## src/rtl/glb_store_dma_packer_pkg.sv

```systemverilog
// Shared GLB constants and types for the store-direction DMA packer.
package global_buffer_param;

  localparam int GLB_ADDR_WIDTH      = 19;
  localparam int BANK_DATA_WIDTH     = 64;
  localparam int CGRA_DATA_WIDTH     = 16;
  localparam int MAX_NUM_WORDS_WIDTH = 16;

  // Stream handshake modes for the store DMA.
  localparam logic [1:0] ST_DMA_VALID_MODE_VALID       = 2'd0;
  localparam logic [1:0] ST_DMA_VALID_MODE_READY_VALID = 2'd1;
  localparam logic [1:0] ST_DMA_VALID_MODE_STATIC      = 2'd2;

  // CGRA words packed into one bank word.
  localparam int ST_DMA_NUM_LANES = BANK_DATA_WIDTH / CGRA_DATA_WIDTH;

  typedef enum logic [1:0] {
    ST_IDLE,
    ST_RUN,
    ST_DRAIN,
    ST_DONE
  } st_dma_state_e;

endpackage

```

## src/rtl/glb_store_dma_packer_lane_merge.sv

```systemverilog
// Combinational lane insert: drops one CGRA word into its lane of the
// packing register and ORs the matching byte strobes in.
module glb_st_lane_merge #(
  parameter int CGRA_DATA_WIDTH = global_buffer_param::CGRA_DATA_WIDTH,
  parameter int BANK_DATA_WIDTH = global_buffer_param::BANK_DATA_WIDTH,
  localparam int NUM_LANES      = BANK_DATA_WIDTH / CGRA_DATA_WIDTH,
  localparam int LANE_W         = $clog2(NUM_LANES),
  localparam int STRB_W         = BANK_DATA_WIDTH / 8,
  localparam int WORD_BYTES     = CGRA_DATA_WIDTH / 8
) (
  input  logic [BANK_DATA_WIDTH-1:0] pack_data,
  input  logic [STRB_W-1:0]          pack_strb,
  input  logic [CGRA_DATA_WIDTH-1:0] word,
  input  logic [LANE_W-1:0]          lane,
  output logic [BANK_DATA_WIDTH-1:0] merged_data,
  output logic [STRB_W-1:0]          merged_strb
);
  import global_buffer_param::*;

  // Overwrite the selected lane, keep every other lane as packed so far.
  always_comb begin
    merged_data = pack_data;
    merged_strb = pack_strb;
    for (int i = 0; i < NUM_LANES; i++) begin
      if (lane == LANE_W'(i)) begin
        merged_data[i*CGRA_DATA_WIDTH +: CGRA_DATA_WIDTH] = word;
        merged_strb[i*WORD_BYTES +: WORD_BYTES]           = {WORD_BYTES{1'b1}};
      end
    end
  end

endmodule

```

## src/rtl/glb_store_dma_packer.sv

```systemverilog
// Store DMA for one GLB tile: packs the 16-bit CGRA store stream into
// 64-bit bank words with byte strobes and issues linear-address writes.
//
// state    | meaning
// ---------+-----------------------------------------------------------
// ST_IDLE  | waiting for a start pulse
// ST_RUN   | accepting stream words and packing them into bank words
// ST_DRAIN | all words accepted, waiting for the final write handshake
// ST_DONE  | one-cycle completion pulse, then back to idle
module glb_store_dma_packer #(
  parameter int GLB_ADDR_WIDTH      = global_buffer_param::GLB_ADDR_WIDTH,
  parameter int BANK_DATA_WIDTH     = global_buffer_param::BANK_DATA_WIDTH,
  parameter int CGRA_DATA_WIDTH     = global_buffer_param::CGRA_DATA_WIDTH,
  parameter int MAX_NUM_WORDS_WIDTH = global_buffer_param::MAX_NUM_WORDS_WIDTH
) (
  input  logic                           clk,
  input  logic                           rst_n,
  input  logic [GLB_ADDR_WIDTH-1:0]      cfg_st_dma_start_addr,
  input  logic [MAX_NUM_WORDS_WIDTH-1:0] cfg_st_dma_num_words,
  input  logic [1:0]                     cfg_st_dma_valid_mode,
  input  logic                           st_dma_start_pulse,
  input  logic [CGRA_DATA_WIDTH-1:0]     strm_data_in,
  input  logic                           strm_data_valid_in,
  output logic                           strm_data_ready_out,
  output logic                           wr_en,
  input  logic                           wr_ready,
  output logic [GLB_ADDR_WIDTH-1:0]      wr_addr,
  output logic [BANK_DATA_WIDTH-1:0]     wr_data,
  output logic [BANK_DATA_WIDTH/8-1:0]   wr_strb,
  output logic                           st_dma_done_pulse,
  output logic                           st_dma_err_overflow
);
  import global_buffer_param::*;

  localparam int NUM_LANES  = BANK_DATA_WIDTH / CGRA_DATA_WIDTH;
  localparam int LANE_W     = $clog2(NUM_LANES);
  localparam int STRB_W     = BANK_DATA_WIDTH / 8;
  localparam int WORD_OFS_W = $clog2(STRB_W);
  localparam int WORD_BYTES = CGRA_DATA_WIDTH / 8;

  st_dma_state_e                  state_q, state_d;
  logic [GLB_ADDR_WIDTH-1:0]      cur_addr_q;
  logic [MAX_NUM_WORDS_WIDTH-1:0] words_left_q;
  logic [1:0]                     mode_q;
  logic [BANK_DATA_WIDTH-1:0]     pack_data_q;
  logic [STRB_W-1:0]              pack_strb_q;
  logic                           wr_en_q;
  logic [GLB_ADDR_WIDTH-1:0]      wr_addr_q;
  logic [BANK_DATA_WIDTH-1:0]     wr_data_q;
  logic [STRB_W-1:0]              wr_strb_q;
  logic                           err_q;

  logic                           start_idle;
  logic                           offered;
  logic                           can_accept;
  logic                           accept;
  logic                           drop;
  logic                           is_last;
  logic                           emit;
  logic                           wr_fire;
  logic [LANE_W-1:0]              lane;
  logic [BANK_DATA_WIDTH-1:0]     merged_data;
  logic [STRB_W-1:0]              merged_strb;

  assign start_idle = (state_q == ST_IDLE) && st_dma_start_pulse;
  assign wr_fire    = wr_en_q && wr_ready;

  // STATIC mode treats the stream as always valid.
  assign offered    = (state_q == ST_RUN) &&
                      ((mode_q == ST_DMA_VALID_MODE_STATIC) || strm_data_valid_in);
  // The output register is free when empty or being handed off this cycle.
  assign can_accept = (state_q == ST_RUN) && !(wr_en_q && !wr_ready);
  assign accept     = offered && can_accept;
  // Only READY_VALID sources hold a refused word; elsewhere it is lost.
  assign drop       = offered && !can_accept && (mode_q != ST_DMA_VALID_MODE_READY_VALID);

  assign lane    = cur_addr_q[WORD_OFS_W-1 -: LANE_W];
  assign is_last = (words_left_q == MAX_NUM_WORDS_WIDTH'(1));
  assign emit    = accept && ((lane == {LANE_W{1'b1}}) || is_last);

  glb_st_lane_merge #(
    .CGRA_DATA_WIDTH (CGRA_DATA_WIDTH),
    .BANK_DATA_WIDTH (BANK_DATA_WIDTH)
  ) u_lane_merge (
    .pack_data   (pack_data_q),
    .pack_strb   (pack_strb_q),
    .word        (strm_data_in),
    .lane        (lane),
    .merged_data (merged_data),
    .merged_strb (merged_strb)
  );

  // State register.
  always_ff @(posedge clk or negedge rst_n) begin
    if (!rst_n) begin
      state_q <= ST_IDLE;
    end else begin
      state_q <= state_d;
    end
  end

  // Next-state logic; starts outside IDLE are ignored.
  always_comb begin
    state_d = state_q;
    case (state_q)
      ST_IDLE: begin
        if (st_dma_start_pulse) begin
          if (cfg_st_dma_num_words == '0) state_d = ST_DONE;
          else                            state_d = ST_RUN;
        end
      end
      ST_RUN: begin
        if (accept && is_last) state_d = ST_DRAIN;
      end
      ST_DRAIN: begin
        if (wr_fire) state_d = ST_DONE;
      end
      ST_DONE: begin
        state_d = ST_IDLE;
      end
      default: begin
        state_d = ST_IDLE;
      end
    endcase
  end

  // Transfer address and remaining-word down-counter.
  always_ff @(posedge clk or negedge rst_n) begin
    if (!rst_n) begin
      cur_addr_q   <= '0;
      words_left_q <= '0;
      mode_q       <= ST_DMA_VALID_MODE_VALID;
    end else if (start_idle) begin
      cur_addr_q   <= cfg_st_dma_start_addr & ~GLB_ADDR_WIDTH'(1);
      words_left_q <= cfg_st_dma_num_words;
      mode_q       <= cfg_st_dma_valid_mode;
    end else if (accept) begin
      cur_addr_q   <= cur_addr_q + GLB_ADDR_WIDTH'(WORD_BYTES);
      words_left_q <= words_left_q - MAX_NUM_WORDS_WIDTH'(1);
    end
  end

  // Packing register: accumulate lanes, empty on every emit.
  always_ff @(posedge clk or negedge rst_n) begin
    if (!rst_n) begin
      pack_data_q <= '0;
      pack_strb_q <= '0;
    end else if (start_idle || emit) begin
      pack_data_q <= '0;
      pack_strb_q <= '0;
    end else if (accept) begin
      pack_data_q <= merged_data;
      pack_strb_q <= merged_strb;
    end
  end

  // Write request register: load on emit, hold while stalled, drop after handshake.
  always_ff @(posedge clk or negedge rst_n) begin
    if (!rst_n) begin
      wr_en_q   <= 1'b0;
      wr_addr_q <= '0;
      wr_data_q <= '0;
      wr_strb_q <= '0;
    end else if (emit) begin
      wr_en_q   <= 1'b1;
      wr_addr_q <= {cur_addr_q[GLB_ADDR_WIDTH-1:WORD_OFS_W], {WORD_OFS_W{1'b0}}};
      wr_data_q <= merged_data;
      wr_strb_q <= merged_strb;
    end else if (wr_fire) begin
      wr_en_q   <= 1'b0;
    end
  end

  // Sticky overflow flag, cleared by each accepted start.
  always_ff @(posedge clk or negedge rst_n) begin
    if (!rst_n) begin
      err_q <= 1'b0;
    end else if (start_idle) begin
      err_q <= 1'b0;
    end else if (drop) begin
      err_q <= 1'b1;
    end
  end

  assign strm_data_ready_out = can_accept;
  assign wr_en               = wr_en_q;
  assign wr_addr             = wr_addr_q;
  assign wr_data             = wr_data_q;
  assign wr_strb             = wr_strb_q;
  assign st_dma_done_pulse   = (state_q == ST_DONE);
  assign st_dma_err_overflow = err_q;

endmodule

```

## config.mk

```make
export PLATFORM = sky130hd
export DESIGN_NAME = glb_store_dma_packer
export DESIGN_NICKNAME = d
export VERILOG_FILES = /design/src/rtl/glb_store_dma_packer_pkg.sv /design/src/rtl/glb_store_dma_packer_lane_merge.sv /design/src/rtl/glb_store_dma_packer.sv
export SDC_FILE = /design/constraint.sdc
export NUM_CORES = 1
export LEC_CHECK = 0
export CORE_MARGIN = 2
export CORE_UTILIZATION = 48
export DETAILED_ROUTE_END_ITERATION = 8
export GPL_TIMING_DRIVEN = 0
export PLACE_DENSITY = 0.71
export SLEW_MARGIN = 20
export SYNTH_ARGS = -nofsm -noshare
export SYNTH_HDL_FRONTEND = slang
export SYNTH_SLANG_ARGS = --single-unit
export TNS_END_PERCENT = 1
```

## constraint.sdc

```tcl
create_clock -name clk -period 6.7 [get_ports clk]
set_clock_uncertainty 0.2 [all_clocks]
set_input_delay 1.675 -clock clk [delete_from_list [all_inputs] [get_ports clk]]
set_output_delay 1.675 -clock clk [all_outputs]
set_load 0.02 [all_outputs]
```

==> flow_summary_export.csv, run 1 <==
group,metric,value,unit
status,outcome,"complete, no violations",
timing,period_minus_slack,5180,ps
place,portBuffers,147,
drt,via_per_inst,5.62,
setup_path,r2r_slack,3550,ps
synth,synth-edff-count,0,
synth,yosysSeqAreaShare,56.9,%
clock_network,cts_buffers,17,
place,dpl.cell_count,1197,
die,ios,153,
synth,synthCells,817,
place,placed_area,10600,µm²
global_routing,grt_antenna_before_repair,0,
setup_path,worstSetupEndpoint,"strm_data_ready_out",
final_layout,drive_above_1_share,5.60,%
global_routing,track_usage,24.7,%
die,die_y,139,µm
setup_path,cp-end-kind,"output pin",
timing,rsz0062_at_grt,"false",
synth,synthArstFlopShare,100,%
setup_path,timing.rr.start,"state_q[1]",
clock_network,holdBufCountCts,0,
die,die_area,19400,µm²
final_layout,instances_no_fill,1229,
place,pre_cts_slack,1520,ps
clock_network,clk_pin_slew,60,ps
synth,synthTopCellsByArea,"dfrtp_1, nand2_1, mux2i_1, a32o_1, o21ai_0",
setup_path,timing.rr.end,"pack_data_q[26]",
clock_network,clock_path_buffers,2,
synth,synth.ff_latch_count,200,
timing,hold_viol,0,
synth,synthSimpleGateAreaFrac,14.5,%
job,drv_cap,0,
timing,timing.slew.headroom,41.5,%
timing,max_freq,193,MHz
place,dp_hpwl,16.5,mm
global_routing,grt_start_max_net_pins,88,
synth,synth_adder_area_share,1.56,%
clock_network,post_cts.repair.setup_buffers,0,
timing,timing.final.ws_setup,1520,ps
clock_network,cts_max_level,4,
setup_path,rr_worst_depth,9,
synth,ys.flop_type,"dfrtp_1",
clock_network,insertion_delay,440,ps
synth,syn_area,8800,µm²
setup_path,cp.required,4830,ps
timing,maxSlewViolCount,0,
die,die_w,139,µm
synth,yosys_warnings,0,
global_routing,overflow,0,
synth,yosysMostFrequentCell,"dfrtp_1",
drt,vias,6905,
global_routing,grt_pass1_vias,6949,
synth,synth_mux_area_share,5.69,%
global_routing,grt_pass1_wl,37.4,mm
min_path,hold_path.class,"reg -> reg",
setup_path,path_class,"in -> out",
die,core,18000,µm²
final_layout,nets,1056,
final_layout,area_growth,26.8,%
drt,drt_iter0_drc,521,
timing,setup_viol,0,
synth,ys_types,43,
timing,period_share,77.3,%
synth,synth_xor_xnor_area_share,3.18,%
place,place.gp.congestion,0.859,
drt,routed_wl,23.4,mm
clock_network,cts_tree,"built",
power,power.density,462,nW/µm²
synth,synth-compound-area-share,14.4,%
power,leakagePower,4.89,nW
setup_path,crit_start,"wr_ready",
timing,worst_pin_slew,877,ps
die,fp-row-count,49,
synth,yosysTopAreaCell,"dfrtp_1",
power,irDropWorstVdd,0.238,mV
synth,synth.top_cell.area_share,56.9,%
synth,synthTopCellsByCount,"dfrtp_1, nand2_1, o21ai_0",
die,start_util,49.0,%
setup_path,crit_arrival,3310,ps
clock_network,clock-sinks,200,
final_layout,final_area,11200,µm²
drt,drc,0,
setup_path,crit_fanout,8,
synth,syn_avg_cell_area,10.8,µm²
drt,ant_nets,0,
clock_network,cts.repair.resized,0,
drt,drt-pass1-iter-count,4,
drt,post_drt_wl_per_cell,19.0,µm
setup_path,critPathLaunchType,"input port",
synth,synth_top_family_by_area,"simple AND/OR/NAND/NOR gates",
clock_network,root_buffer,"clkbuf_16",
final_layout,diodes,0,
[layout make-up]
| cell class | count | area [µm²] |
|---|---|---|
| fill | 1526 | 6800 |
| sequential | 200 | 5000 |
| multi-input combinational | 544 | 3470 |
| timing repair buffer | 149 | 1530 |
| clock buffer | 22 | 464 |
| tap | 229 | 287 |
| buffer | 63 | 283 |
| clock inverter | 10 | 71.3 |
| inverter | 12 | 45.0 |
[power by group]
group	switching, mW	total [mW]	internal [mW]
Clock	0.458	0.953	0.495
Sequential	0.338	2.02	1.68
Combinational	1.21	2.19	0.975
Total	2.01	5.16	3.15
[logic make-up after synthesis]
family,after synthesis
mux,50
xor+xnor,32
compound gates,175
buf+inv,75
other cells,1
fa+ha+maj,11
flops,200
simple gates,273
[placed cells by master (no fill, tap or decap), types with 8 or more instances in the layout]
cell type          n
nor3_1            15
o21ai_0           89
buf_2              9
ha_1              11
mux2i_1           50
clkdlybuf4s50_1  146
xnor2_1           24
a221o_1           17
nand2_1          151
and2_1             9
nor4_1            14
dfrtp_1          200
and3_1            34
nand3_1            8
clkbuf_16         17
nor2_1            18
clkbuf_1          48
xor2_1             8
a32o_1            48
inv_1             12
[metal layers]
metal,track usage [%],vias to the layer above,part of all wire [%]
li1,-,3233,-
met4,7.50,0,1.9
met1,34.3,3471,45
met5,0,-,0
met2,40.0,169,48
met3,4.30,32,4.7
[critical path, cell delays in order]
cell	delay (ps)
clkdlybuf4s50_1	470
nand2b_1	90
clkbuf_1	300
and2_1	180
clkdlybuf4s50_1	590
[registers in the layout, indices dropped and copies added (netlist names)]
signal / count
wr_en: 1
state_q: 2
pack_strb_q: 8
words_left_q: 16
mode_q: 2
st_dma_err_overflow: 1
wr_strb: 8
cur_addr_q: 18
pack_data_q: 64
wr_data: 64
wr_addr: 16
[per-stage QoR]
stage	hold slack, ps	utilization, %	total power [mW]	setup TNS (ps)
2_1_floorplan	259	-	3.29	0
6_report	265	62.1	5.16	0
4_1_cts	269	62.1	5.18	0
3_3_place_gp	252	58.8	4.17	-922820
3_5_place_dp	255	59.1	4.23	0
5_1_grt	301	62.1	5.47	0
[how the worst min path moves through the flow]
stage / cells past startpoint / end / startpoint / slack, ps
6_report: 2 / wr_strb[4] / wr_strb[4] / 270
5_1_grt: 2 / wr_strb[5] / wr_strb[5] / 300
4_1_cts: 2 / wr_strb[4] / wr_strb[4] / 270
3_5_place_dp: 2 / wr_strb[4] / wr_strb[4] / 250
3_3_place_gp: 2 / wr_strb[4] / wr_strb[4] / 250
2_1_floorplan: 1 / pack_strb_q[0] / pack_strb_q[0] / 260
No activity file was read; power rests on OpenSTA's default activity.
==> run 2, diff against run 1 <==
==> constraint.sdc (replaced) <==
create_clock -name clk -period 4.8 [get_ports clk]
set_clock_uncertainty 0.2 [all_clocks]
set_input_delay 1.2 -clock clk [delete_from_list [all_inputs] [get_ports clk]]
set_output_delay 1.2 -clock clk [all_outputs]
set_load 0.02 [all_outputs]
==> results of run 2 <==
The final DEF is identical to that of run 1. Status: complete, no violations.
Main changes from that run: setup slack after placement 1520 ps -> 567 ps; setup slack after layout 1520 ps -> 570 ps; register-to-register setup slack 3550 ps -> 1650 ps; total power 5.16 mW -> 7.20 mW; worst IR drop on VDD 0.238 mV -> 0.333 mV
==> run 3, diff against run 2 <==
--- a/config.mk
+++ b/config.mk
@@ -7,6 +7,7 @@
 export LEC_CHECK = 0
 export CORE_MARGIN = 2
 export CORE_UTILIZATION = 48
+export CTS_BUF_LIST = sky130_fd_sc_hd__clkbuf_16
 export DETAILED_ROUTE_END_ITERATION = 8
 export GPL_TIMING_DRIVEN = 0
 export PLACE_DENSITY = 0.71
==> run 3 against run 2 <==
  * Maximum frequency unchanged
  * Combinational power about the same
  * Global-route usage barely moved
  * Via count grew 0.26%
  * Sequential share of layout area up 0.081 points
  * Setup slack hardly changed
  * Clock power shrank 3%
  * Critical path type unchanged
  * Highest routed layer unchanged
==> flow_summary_export.csv, run 3 (same netlist as run 1, synthesis figures left out) <==
group,metric,value,unit
clock_network,cts_max_level,4,
final_layout,diodes,0,
drt,via_per_inst,5.63,
global_routing,track_usage,24.6,%
place,dp_hpwl,16.5,mm
drt,wl_met2,11.2,mm
place,place.gp.congestion,0.859,
power,power.switching,2.80,mW
timing,rsz0062_at_grt,"false",
power,combPwrFrac,42.6,%
drt,drc,0,
power,leakagePower,4.89,nW
setup_path,cp.required,3400,ps
drt,met1_length,10.4,mm
clock_network,post_cts.repair.setup_buffers,0,
setup_path,cp-end-kind,"output pin",
timing,max_freq,236,MHz
clock_network,clk_pin_slew,70,ps
final_layout,drive_above_1_share,5.40,%
setup_path,path_class,"in -> out",
die,die_area,19400,µm²
die,die_y,139,µm
clock_network,holdBufCountCts,0,
status,outcome,"complete, no violations",
timing,timing.slew.headroom,40.6,%
final_layout,final_area,11100,µm²
timing,tns,0,ps
place,portBuffers,147,
clock_network,clock_path_buffers,2,
place,placed_area,10600,µm²
power,irDropWorstVdd,0.333,mV
final_layout,nets,1056,
final_layout,post-route-util,62.0,%
drt,vias,6923,
job,drv_cap,0,
clock_network,cts.repair.resized,0,
power,power.density,643,nW/µm²
drt,top_layer,"met4",
timing,period_minus_slack,4230,ps
drt,routed_wl,23.3,mm
global_routing,grt_pass1_wl,37.3,mm
timing,hold_viol,0,
power,p_sw_share,39.1,%
setup_path,crit_fanout,8,
die,start_util,49.0,%
global_routing,grt_pass1_vias,6957,
drt,ant_nets,0,
setup_path,crit_arrival,2830,ps
clock_network,cts_buffers,17,
final_layout,mostFrequentLayoutCell,"dfrtp_1",
clock_network,insertion_delay,450,ps
power,power_frac_clock,18.0,%
die,fp-row-count,49,
global_routing,overflow,0,
drt,post_drt_wl_per_cell,19.0,µm
timing,worst_pin_slew,891,ps
min_path,hold_path.class,"reg -> reg",
power,seq_power_share,39.3,%
final_layout,area_growth,26.6,%
die,die_w,139,µm
drt,wl_met3,1.20,mm
final_layout,fillers,1532,
drt,drt_iter0_drc,554,
die,ios,153,
timing,maxSlewViolCount,0,
power,internal-power,4.36,mW
die,core,18000,µm²
clock_network,root_buffer,"clkbuf_16",
timing,period_share,88.1,%
clock_network,cts_tree,"built",
clock_network,clock-sinks,200,
final_layout,final_cell_mix,"dfrtp_1, nand2_1, clkdlybuf4s50_1, o21ai_0, mux2i_1",
global_routing,grt_start_max_net_pins,88,
global_routing,grt_antenna_before_repair,0,
drt,drt-pass1-iter-count,5,
setup_path,critPathLaunchType,"input port",
timing,setup_viol,0,
run 3: cell count changes in the layout (fill, tap and decap cells not counted):
cell      change
inv_1         +3
clkinv_1      +2
clkbuf_8      -2
clkbuf_1      -3
run 3: worst max-delay path, stage by stage:
cell	delay [ps]
clkdlybuf4s50_1	470
nand2b_1	90
clkbuf_1	300
and2_1	180
clkdlybuf4s50_1	590
run 3: final timing paths:
check / slack (ps) / depth (start not counted) / to / from
worst max-delay path: 570 / 5 / strm_data_ready_out / wr_ready
worst min-delay path: 270 / 2 / wr_strb[4] / wr_strb[4]
worst max register to register: 1640 / 9 / pack_data_q[45] / state_q[1]
worst min register to register: 270 / 2 / wr_strb[4] / wr_strb[4]
max in group asynchronous: 3270 / 2 / pack_data_q[46] / rst_n
min in group asynchronous: 410 / 1 / words_left_q[4] / rst_n
run 3: per-stage QoR:
stage	setup slack (ps)	cells	total power [mW]	hold slack [ps]
final	570	1229	7.16	265
after global routing	457	1229	7.59	301
after CTS	566	1229	7.19	269
after detailed placement	567	1197	5.90	255
after global placement	-6050	1195	5.82	252
after floorplan	1630	819	4.59	259
run 3: area by class of cell:
type                       instances  area, µm²  area share, %
buffer                            63        283           2.54
clock buffer                      17        425           3.82
clock inverter                    15       90.1          0.809
inverter                          12       45.0          0.404
multi-input combinational        544       3470           31.2
sequential                       200       5000           44.9
tap                              229        287           2.57
timing repair buffer             149       1530           13.7
run 3: routing by layer:
layer / vias up / track usage (%)
met3: 33 / 4.20
li1: 3230 / -
met2: 188 / 39.9
met1: 3472 / 34.3
met4: 0 / 7.50
met5: - / 0
run 3: power by group through the flow:
stage / clock network, mW / registers (mW) / logic [mW]
floorplan: 0 / 3.11 / 1.48
global placement: 0 / 2.82 / 2.99
detailed placement: 0 / 2.84 / 3.06
CTS: 1.30 / 2.81 / 3.07
global route: 1.37 / 2.90 / 3.32
finish: 1.29 / 2.82 / 3.05
==> RTL edit 1 (settings of run 3) <==
Register the output `st_dma_err_overflow` once more, cleared by the reset; this adds one clock of latency there. The other outputs are not delayed to match.
--- a/src/rtl/glb_store_dma_packer.sv
+++ b/src/rtl/glb_store_dma_packer.sv
@@ -188,7 +188,13 @@
   assign wr_data             = wr_data_q;
   assign wr_strb             = wr_strb_q;
   assign st_dma_done_pulse   = (state_q == ST_DONE);
-  assign st_dma_err_overflow = err_q;
+  always_ff @(posedge clk or negedge rst_n) begin
+    if (!rst_n) begin
+      st_dma_err_overflow <= '0;
+    end else begin
+      st_dma_err_overflow <= err_q;
+    end
+  end
 
 endmodule
 
Function: changed (a bounded check fails within 4 cycles, from zero or initial values and one cycle with rst_n low).
==> RTL edit 1 against run 3 <==
  * Worst setup slack lost 0.037 ns
  * Sequential cell count is 1 higher
  * Routed wire length increased by 1.6%
  * Synthesized area rose by 0.28%
  * Via count is 0.51% higher
  * Register-to-register slack about the same
  * Critical path type unchanged
  * First-iteration DRC count decreased by 5.8%
  * Total power increased by 4.9%
  * Cell area up 1.7%
  * Largest power group unchanged
==> RTL edit 1: results (changes against run 3) <==
stage	metric	value	unit	change
outcome	status	finished clean		
clocking	postcts setup bufs	0		unchanged
yosys	sequential-to-total area share from yosys stat	57.0	%	+0.12 points
route	Vias per Instance	5.63		about the same
yosys	YS warnings	0		unchanged
min_path	Hold Crit Depth	0		-2
sta	worst slew pin tran	0.878	ns	-0.0139 ns
clocking	root buffer cell	clkbuf_16		
yosys	Synth area leaders	dfrtp_1 (57%), nand2_1 (6.4%), mux2i_1 (5.7%)		
power_and_ir_drop	Max VDD drop	377	uV	+13%
sta	hold slack	0.194	ns	-0.0711 ns
clocking	TritonCTS buffer count	22		+5
finish	ratio of cells with drive above 1 in the final layout	5.37	%	-0.032 points
yosys	Synth top area share	57.0	%	+0.12 points
power_and_ir_drop	P_leak	5.01	nW	+2.4%
clocking	H-tree levels	1		-3
clocking	Max Buffers Root-to-Sink	3		+1
yosys	synth unique cells	43		unchanged
route	final WL	23.7	mm	+1.6%
clocking	Clock Latency Late Sink	0.50	ns	+0.05 ns
global_routing	largest net degree at the start of global routing	96		+9.1%
clocking	clk slew on worst S/H paths	0.06	ns	
finish	Finished Layout Cells	1235		+0.49%
setup_path	worst-case reg-to-reg path depth	8		-1
yosys	top_reg_cell synth	dfrtp_1		
min_path	Tightest Hold Check Type	flip-flop to flip-flop		
sta	Final Slew Violations	0		unchanged
finish	# fillers	1483		-3.2%
yosys	Async SR Flop Fraction	100	%	unchanged
route	Iteration-0 DRC Markers	522		-5.8%
finish	Final Net Count	1062		+0.57%
setup_path	largest fanout on the critical path	8		unchanged
global_routing	first-pass GRT wire length	38.0	mm	+1.8%
route	First-pass DRT Iterations	5		unchanged
global_routing	initial antenna violation count	0		unchanged
placed_design	I/O Buffers	147		unchanged
yosys	Synth Instances	818		+0.12%
setup_path	internal reg-to-reg setup slack	1.64	ns	about the same
finish	ANT cells	0		unchanged
placed_design	GP Congestion	0.807		-6.0%
min_path	Hold Path End	st_dma_err_overflow$_DFF_PN0_		
global_routing	GR Util All Layers	24.5	%	-0.13 points
setup_path	RR Endpoint	wr_data[61]$_DFFE_PN0P_		
placed_design	post-detail-place hpwl	16.6	mm	+0.57%
yosys	Post-synth top cells	dfrtp_1 (201), nand2_1 (151), o21ai_0 (89), mux2i_1 (50), a32o_1 (48)		
clocking	CTS resizes	0		unchanged
min_path	Hold Crit Start	err_q$_DFFE_PN0P_		
global_routing	vias in the first global route	6935		-0.32%
[RTL edit 1: cells by family after synthesis]
logic type / share of synthesized area (%)
xor+xnor: 3.18
fa+ha+maj: 1.56
simple gates: 14.5
mux: 5.67
flops: 57.0
compound gates: 14.3
other cells: 0.0425
buf+inv: 3.71
[RTL edit 1: layer usage]
| metal | vias up | global-route usage (%) | wire [um] |
|---|---|---|---|
| li1 | 3261 | - | - |
| met1 | 3486 | 34.6 | 10800 |
| met2 | 180 | 40.2 | 11400 |
| met3 | 31 | 4.06 | 1130 |
| met4 | 0 | 5.84 | 391 |
| met5 | - | 0 | 0 |
[RTL edit 1: area by class of cell]
class	instances	share of cell area, %
plain buffers	63	2.50
clock buffers	23	5.08
clock inverters	14	0.949
inverters	12	0.397
multi-input cells	544	30.7
flip-flops and latches	201	44.4
well taps	229	2.53
repair buffers	149	13.5
[RTL edit 1: per-stage QoR]
step | cell area (sq um) | worst slack, ns | total power, mW
after floorplan | 8830 | 1.63 | 4.61
after global placement | 10600 | -6.07 | 5.83
after detailed placement | 10700 | 0.545 | 5.91
after CTS | 11300 | 0.536 | 7.55
after global routing | 11300 | 0.417 | 7.97
final | 11300 | 0.533 | 7.51
[RTL edit 1: worst max path at each step]
| stage | startpoint | to | slack [ns] | depth (start not counted) |
|---|---|---|---|---|
| final | wr_ready | strm_data_ready_out | 0.53 | 5 |
| after global routing | wr_ready | strm_data_ready_out | 0.42 | 5 |
| after CTS | wr_ready | strm_data_ready_out | 0.54 | 5 |
| after detailed placement | wr_ready | strm_data_ready_out | 0.55 | 5 |
| after global placement | rst_n | wr_data[24]$_DFFE_PN0P_ | -6.07 | 1 |
| after floorplan | wr_ready | strm_data_ready_out | 1.63 | 3 |
[RTL edit 1: critical path: stages]
cell             delay, ns
clkdlybuf4s50_1       0.48
nand2b_1              0.10
clkbuf_1              0.30
and2_1                0.19
clkdlybuf4s50_1       0.60
[RTL edit 1: power by group]
part / leakage [nW] / switching [mW] / internal (mW)
clock network: 0.358 / 0.660 / 0.963
registers: 2.64 / 0.464 / 2.36
logic: 2.01 / 1.70 / 1.36
total: 5.01 / 2.82 / 4.69
==> RTL edit 2 (config.mk and constraints of run 3) <==
Made on the original files. Change the package constant `GLB_ADDR_WIDTH` from 19 to 27.
--- a/src/rtl/glb_store_dma_packer_pkg.sv
+++ b/src/rtl/glb_store_dma_packer_pkg.sv
@@ -1,7 +1,7 @@
 // Shared GLB constants and types for the store-direction DMA packer.
 package global_buffer_param;
 
-  localparam int GLB_ADDR_WIDTH      = 19;
+  localparam int GLB_ADDR_WIDTH      = 27;
   localparam int BANK_DATA_WIDTH     = 64;
   localparam int CGRA_DATA_WIDTH     = 16;
   localparam int MAX_NUM_WORDS_WIDTH = 16;
Interface: changed (resized cfg_st_dma_start_addr and wr_addr); port bits go from 153 to 169. The function was not compared with the original's and may differ.
==> RTL edit 2 against run 3 <==
  * Routed wire length up 6.8%
  * Total power up 7.9%
  * Critical path depth unchanged
  * Sequential cell count up 16
  * Cell area up 12%
  * Non-clock buffer count up 15
  * Synthesized area up 10%
  * Highest routed layer unchanged
  * Worst setup slack better by 0.12 ns
  * Critical path type unchanged
==> RTL edit 2: results (changes against run 3) <==
stage	metric	value	unit	change
yosys	sequential-to-total area share from yosys stat	55.6	%	-1.2 points
placed_design	I/O Buffers	164		+12%
global_routing	first-pass GRT wire length	40.0	mm	+7.1%
outcome	status	finished clean		
sta	worst slew pin tran	0.743	ns	-0.148 ns
route	Vias per Instance	5.48		-2.8%
finish	ratio of cells with drive above 1 in the final layout	8.93	%	+3.5 points
route	total number of vias	7485		+8.1%
placed_design	Placed Instances	1327		+11%
power_and_ir_drop	Max VDD drop	321	uV	-3.8%
min_path	Hold Crit Start	wr_data[4]$_DFFE_PN0P_		
yosys	Synth area leaders	dfrtp_1 (56%), mux2i_1 (6.7%), o21ai_0 (5.3%)		
global_routing	largest net degree at the start of global routing	100		+14%
power_and_ir_drop	P_leak	5.59	nW	+14%
placed_design	post-detail-place hpwl	17.8	mm	+7.8%
route	First-pass DRT Iterations	4		-1
route	Iteration-0 DRC Markers	402		-27%
clocking	Max Buffers Root-to-Sink	3		+1
setup_path	internal reg-to-reg setup slack	1.97	ns	+0.33 ns
yosys	Synth Instances	889		+8.8%
clocking	Clock Latency Late Sink	0.50	ns	+0.05 ns
global_routing	vias in the first global route	7414		+6.6%
yosys	Post-synth top cells	dfrtp_1 (216), nand2_1 (128), o21ai_0 (102), mux2i_1 (65), a22o_1 (48)		
clocking	TritonCTS buffer count	23		+6
finish	Final Net Count	1159		+9.8%
setup_path	worst-case reg-to-reg path depth	10		+1
global_routing	GR Util All Layers	23.2	%	-1.5 points
## RTL edit 2: changes by cell type after synthesis, sizes merged, moves of 13 or more
cell	before	now
dfrtp	200	216
nand2	151	128
mux2i	50	65
nor2	18	46
a221o	17	0
mux2	0	21
buf	17	30
a32o	48	0
o21ai	89	112
a22o	0	48
clkbuf	46	31
## RTL edit 2: cell families after synthesis
logic type      count (synthesis)  share of synthesized area, %
simple gates                  273                          13.2
flops                         216                          55.6
xor+xnor                       32                          2.88
mux                            86                          9.94
fa+ha+maj                      11                          1.42
buf+inv                        72                          3.72
compound gates                198                          13.2
other cells                     1                        0.0386
## RTL edit 2: power by group
group	internal (mW)	total (mW)	switching, mW	leakage (nW)
clock network	0.974	1.68	0.702	0.358
registers	2.47	2.96	0.492	2.84
logic	1.43	3.09	1.66	2.39
total	4.88	7.73	2.85	5.59
## RTL edit 2: worst max-delay path by stage
stage,from,end,slack (ns),cells after the start
after floorplan,wr_ready,strm_data_ready_out,1.71,3
final,wr_ready,strm_data_ready_out,0.69,5
after global placement,rst_n,cur_addr_q[8]$_DFFE_PN0P_,-6.68,1
after detailed placement,wr_ready,strm_data_ready_out,0.71,5
after global routing,wr_ready,strm_data_ready_out,0.62,5
after CTS,wr_ready,strm_data_ready_out,0.69,5
## RTL edit 2: layout make-up
type	instances	share of cell area (%)
Timing Repair Buffer	166	13.6
Multi-Input combinational cell	603	31.7
Inverter	11	0.331
Clock buffer	23	4.62
Buffer	61	2.57
Tap cell	270	2.71
Clock inverter	17	1.03
Sequential cell	216	43.4
## RTL edit 2: critical path, stage by stage
cell	delay, ns
clkdlybuf4s50_1	0.46
nand2b_1	0.10
clkbuf_2	0.19
and2_1	0.15
clkdlybuf4s50_1	0.61
## RTL edit 2: metrics by stage
step,worst slack [ns],power (mW),instance area (sq um)
finish,0.687,7.73,12500
detailed placement,0.708,6.07,11800
CTS,0.694,7.76,12500
floorplan,1.71,4.81,9720
global route,0.622,8.19,12500
global placement,-6.68,5.99,11700
## RTL edit 2: layer usage
metal  vias to the layer above  wire length, um  GRT usage (%)
met2                       246            11700           37.1
met1                      3678            11000           32.9
met4                         0              415           5.39
met5                         -                0              0
met3                        37             1780           4.88
li1                       3524                -              -
